==> config.mk <==
export PLATFORM = sky130hd
export DESIGN_NAME = branch_predictor
export DESIGN_NICKNAME = d
export VERILOG_FILES = /design/src/rtl/branch_predictor.sv
export SDC_FILE = /design/constraint.sdc
export NUM_CORES = 1
export LEC_CHECK = 0
export ABC_CLOCK_PERIOD_IN_PS = 4600
export BUFFER_PORTS_ARGS = -buffer_cell sky130_fd_sc_hd__clkbuf_2
export CORE_UTILIZATION = 50
export CTS_CLUSTER_DIAMETER = 200
export DETAILED_ROUTE_END_ITERATION = 10
export PLACE_DENSITY = 0.83
export SLEW_MARGIN = 15
export SYNTH_ARGS = -nofsm -noshare
export SYNTH_HDL_FRONTEND = slang
export SYNTH_SLANG_ARGS = --single-unit
==> constraint.sdc <==
create_clock -name clk -period 4.6 [get_ports clk]
set_clock_uncertainty 0.05 [all_clocks]
set_input_delay 0 -clock clk [delete_from_list [all_inputs] [get_ports clk]]
set_output_delay 0 -clock clk [all_outputs]
set_load 0.1 [all_outputs]
==> src/rtl/branch_predictor.sv <==
// branch_predictor: 2-bit saturating-counter direction predictor with
// B-immediate target generation in IF, training and mispredict redirect in EX,
// and resolved-branch / mispredict statistics counters.
module branch_predictor #(
    parameter int ENTRIES = 64,
    parameter int IDX_W   = $clog2(ENTRIES)
) (
    input  logic        clk,
    input  logic        rst_n,
    input  logic        if_valid,
    input  logic [31:0] if_pc,
    input  logic [31:0] if_instr,
    output logic        pred_taken,
    output logic [31:0] pred_target,
    input  logic        ex_is_branch,
    input  logic [31:0] ex_pc,
    input  logic        ex_taken,
    input  logic        ex_pred_taken,
    input  logic [31:0] ex_target,
    output logic        mispredict,
    output logic [31:0] redirect_pc,
    output logic [31:0] br_count,
    output logic [31:0] mp_count
);

    localparam logic [6:0] OPC_BRANCH = 7'b1100011;
    localparam logic [1:0] CTR_INIT   = 2'b01;

    logic [1:0]        r_table [ENTRIES];
    logic              r_mispredict;
    logic [31:0]       r_redirect_pc;
    logic [31:0]       r_br_count;
    logic [31:0]       r_mp_count;

    logic              w_is_sb;
    logic [IDX_W-1:0]  w_if_idx;
    logic [IDX_W-1:0]  w_ex_idx;
    logic signed [31:0] w_b_imm;
    logic              w_update;
    logic              w_new_mp;
    logic [31:0]       w_redirect_next;
    logic              w_unused_instr;

    // Saturating 2-bit counter step toward the resolved direction.
    function automatic logic [1:0] sat_step(input logic [1:0] c, input logic taken);
        logic [1:0] n;
        n = c;
        if (taken && c != 2'b11) begin
            n = c + 2'd1;
        end else if (!taken && c != 2'b00) begin
            n = c - 2'd1;
        end
        return n;
    endfunction

    // Opcode/index decode and B-type immediate reassembly.
    assign w_is_sb  = (if_instr[6:0] == OPC_BRANCH);
    assign w_if_idx = if_pc[IDX_W+1:2];
    assign w_ex_idx = ex_pc[IDX_W+1:2];
    assign w_b_imm  = {{19{if_instr[31]}}, if_instr[31], if_instr[7],
                       if_instr[30:25], if_instr[11:8], 1'b0};

    // Instruction bits that play no part in prediction.
    assign w_unused_instr = &{1'b0, if_instr[24:12]};

    // Prediction reads the table as it stands this cycle, with no bypass of a
    // concurrent EX write, so a same-index update shows up one cycle later.
    assign pred_taken  = if_valid & w_is_sb & r_table[w_if_idx][1];
    assign pred_target = if_pc + w_b_imm;

    // While a redirect is in flight the EX branch is on the wrong path.
    assign w_update        = ex_is_branch & ~r_mispredict;
    assign w_new_mp        = w_update & (ex_taken != ex_pred_taken);
    assign w_redirect_next = ex_taken ? ex_target : (ex_pc + 32'd4);

    // Counter table: reset to weak-not-taken, otherwise train on resolved branches.
    always_ff @(posedge clk) begin
        if (!rst_n) begin
            for (int i = 0; i < ENTRIES; i++) begin
                r_table[i] <= CTR_INIT;
            end
        end else if (w_update) begin
            r_table[w_ex_idx] <= sat_step(r_table[w_ex_idx], ex_taken);
        end
    end

    // One-cycle mispredict pulse with the corrected next PC.
    always_ff @(posedge clk) begin
        if (!rst_n) begin
            r_mispredict  <= 1'b0;
            r_redirect_pc <= 32'd0;
        end else begin
            r_mispredict <= w_new_mp;
            if (w_new_mp) begin
                r_redirect_pc <= w_redirect_next;
            end
        end
    end

    // Statistics: every non-suppressed resolved branch, and the mispredicted subset.
    always_ff @(posedge clk) begin
        if (!rst_n) begin
            r_br_count <= 32'd0;
            r_mp_count <= 32'd0;
        end else begin
            if (w_update) begin
                r_br_count <= r_br_count + 32'd1;
            end
            if (w_new_mp) begin
                r_mp_count <= r_mp_count + 32'd1;
            end
        end
    end

    assign mispredict  = r_mispredict;
    assign redirect_pc = r_redirect_pc;
    assign br_count    = r_br_count;
    assign mp_count    = r_mp_count;

endmodule

==> flow_metrics.tcl <==
set metrics [dict create \
    io_pins 264 \
    worstPathRequired_ns 4.82 \
    routed.top_layer "met4" \
    worst_path_max_delay_cell "a221oi_1" \
    cts_max_path_buffers 3 \
    start_kind "register" \
    fillers 1954 \
    dr_wl_met3_um 3590 \
    track_usage 0.283 \
    syn_inst 1400 \
    period_share 0.818 \
    power_density_mw_per_mm2 356 \
    grt.overflow.total 0 \
    fin_ws_ns 0.836 \
    die_area_sq_mm 0.0278 \
    die_h_um 167 \
    yosysSeqAreaShare 0.427 \
    worstMarginPinSlew_ns 0.965 \
    relSlewSlack 0.354 \
    area_growth_pct 20.4 \
    hold_viol 0 \
    syn_area_per_cell_sq_um 9.69 \
    viasPerCell 6.06 \
    fmax_mhz 266 \
    worst_ep_arrival_time_ns 3.99 \
    first_global_vias 12000 \
    finalPower_mw 5.82 \
    slew_violations 0 \
    netlist_area_sq_mm 0.0136 \
    cts_inserted_buffers 25 \
    vias 12100 \
    dp_hpwl_um 25700 \
    worst_skew_pair.late_latency_ns 0.54 \
    setup_viol 0 \
    drt_iter0_markers 1338 \
    whs_endpoint "br_count[1]$_SDFFE_PN0P_" \
    dr.pass1.iters 9 \
    m1WireLength_um 14800 \
    ff2ff_setup_slack_ns 0.84 \
    async_reset_ff_frac 0 \
    rr_worst_depth 12 \
    final.setup.tns_ns 0 \
    cts_resized 0 \
    vdd_drop_max_v 0.000254 \
    synth_seq_cells 225 \
    clock-sinks 225 \
    grt_setup_unrepaired "false" \
    rr_endpoint "r_table[53][0]$_SDFFCE_PN1P_" \
    synth_flop_cell "edfxtp_1" \
    post-place-ws_ns 0.593 \
    p_leak_nw 6.29 \
    core.rowCount 59 \
    fp.dieW_um 167 \
    period_needed_ns 3.76 \
    synth_edf_count 128 \
    antenna_left 0 \
    synthTopCellsByCount "nand2_1, edfxtp_1, o21ai_0" \
    max_stage_delay_ns 0.45 \
    maxCapViolations 0 \
    numPortBuffers 248 \
    synth.top_cells.by_area "edfxtp_1, dfxtp_1, mux4_2, nand2_1, xnor2_1" \
    cts_root_buffer "clkbuf_16" \
    end_kind "register" \
    reg2reg_from "r_table[39][0]$_SDFFCE_PN1P_" \
    path_cells "mux2_2, a22o_1, a221oi_1, o221ai_2, nor4_4, inv_1, ha_1, and2_1, nor2_1, xor2_4, buf_4, nand2_1" \
    wl_um 39800 \
    drc 0 \
    nNetsFinal 1821 \
    post_drt_wl_per_cell_um 19.8 \
    cts_tree "built" \
    worstPathMaxFanout 30 \
    antenna_found_initial 1 \
    grt_pass1_wl_um 62800 \
    min_delay_path_depth 5 \
    wl_met2_um 19300 \
    hold_path_class "in -> reg" \
    synth.distinct_cells 68 \
    worstSetupPathType "reg -> reg" \
    synth_top_area_frac 0.283 \
    drive_gt1_frac 0.229 \
    status "finished, final reports clean" \
    cpLargestDelayFamily "simple AND/OR/NAND/NOR gates" \
    routabilityCongestion 0.921 \
    synth.most_common_cell "nand2_1" \
    clk_pin_slew_ns 0.07 \
    path_buf_inv 2 \
    h-tree-depth 1 \
    worstHoldStart "ex_is_branch" \
    yosysWarnings 0 \
    synth_fp_nets 1570 \
    grt_max_degree 93 \
    core_sq_mm 0.0264 \
    initial_utilization 0.515 \
    synth_largest_area_cell "edfxtp_1" \
]
-- through the flow --
step / util / cell area (sq um) / hold slack [ns] / std cells
finish: 0.620 / 16300 / 0.0627 / 2006
floorplan: - / 13600 / 0.138 / 1400
detailed placement: 0.565 / 14900 / -0.0488 / 1901
global route: 0.619 / 16300 / 0.0756 / 2005
CTS: 0.619 / 16300 / 0.0475 / 2005
global placement: 0.565 / 14900 / -0.0488 / 1901
-- placed cells by master, fill, tap and decap left out, types with 49 or more instances in the layout --
cell / n
clkbuf_2: 247
nand2_1: 189
edfxtp_1: 128
o21ai_0: 109
dfxtp_1: 97
nor2_1: 93
xnor2_1: 75
nor3_1: 68
and2_1: 62
dlygate4sd3_1: 58
nand3_1: 49
-- layer usage --
layer	vias to the layer above	global-route usage
li1	5523	-
met1	5743	0.326
met2	721	0.483
met3	162	0.0611
met4	0	0.168
met5	-	0
-- logic make-up after synthesis --
family	share of synthesized area
AOI/OAI and AO/OA	0.116
xor gates and xnor gates	0.0737
adders and majority gates	0.0338
buffers and inverters	0.0462
DFF	0.427
muxes	0.0951
and+or+nand+nor	0.208
-- report_power, final --
part	internal (mW)	total [mW]	leakage, nW	switching (mW)
registers	2.17	2.20	1.90	0.0304
logic	0.389	1.55	3.98	1.16
clock network	1.23	2.06	0.410	0.838
total	3.79	5.82	6.29	2.03
-- how the worst max path moves through the flow --
stage                                            start                            to  slack, ns  cells after the start
after global placement                        ex_pc[2]  r_table[27][0]$_SDFFCE_PN1P_       0.74                     14
after detailed placement                      ex_pc[2]  r_table[35][0]$_SDFFCE_PN1P_       0.59                     14
final                     r_table[39][0]$_SDFFCE_PN1P_  r_table[53][0]$_SDFFCE_PN1P_       0.84                     12
after floorplan                               if_pc[2]               pred_target[30]       1.14                      9
after global routing       r_table[1][1]$_SDFFCE_PN0P_  r_table[35][0]$_SDFFCE_PN1P_       0.68                     13
after CTS                 r_table[39][0]$_SDFFCE_PN1P_  r_table[53][0]$_SDFFCE_PN1P_       0.87                     12
-- worst register-to-register path, cell delays in order, from the launching register on --
cell and delay, ns:
edfxtp_1 0.36, mux2_2 0.29, a22o_1 0.19, a221oi_1 0.45, o221ai_2 0.23, nor4_4 0.37
inv_1 0.11, ha_1 0.27, and2_1 0.20, nor2_1 0.29, xor2_4 0.20, buf_4 0.37
nand2_1 0.13
-- flip-flops by register name, indices dropped and copies added (netlist names) --
| signal | flops |
|---|---|
| mispredict | 1 |
| mp_count | 32 |
| redirect_pc | 32 |
| br_count | 32 |
| r_table | 128 |
-- timing repair --
action / in CTS / in global routing
hold endpoints to repair: 33 / 0
hold buffers: 58 / 0
setup buffers: 0 / 0
-- area by class of cell --
cell class | count | area (sq um) | area share
diodes | 1 | 2.50 | 0.000153
clock buffers | 33 | 686 | 0.0420
well taps | 335 | 419 | 0.0257
flip-flops and latches | 225 | 5790 | 0.354
inverters | 15 | 56.3 | 0.00345
multi-input cells | 1051 | 7160 | 0.439
repair buffers | 333 | 2050 | 0.126
clock inverters | 13 | 165 | 0.0101
No activity file was read; power rests on OpenSTA's default activity.
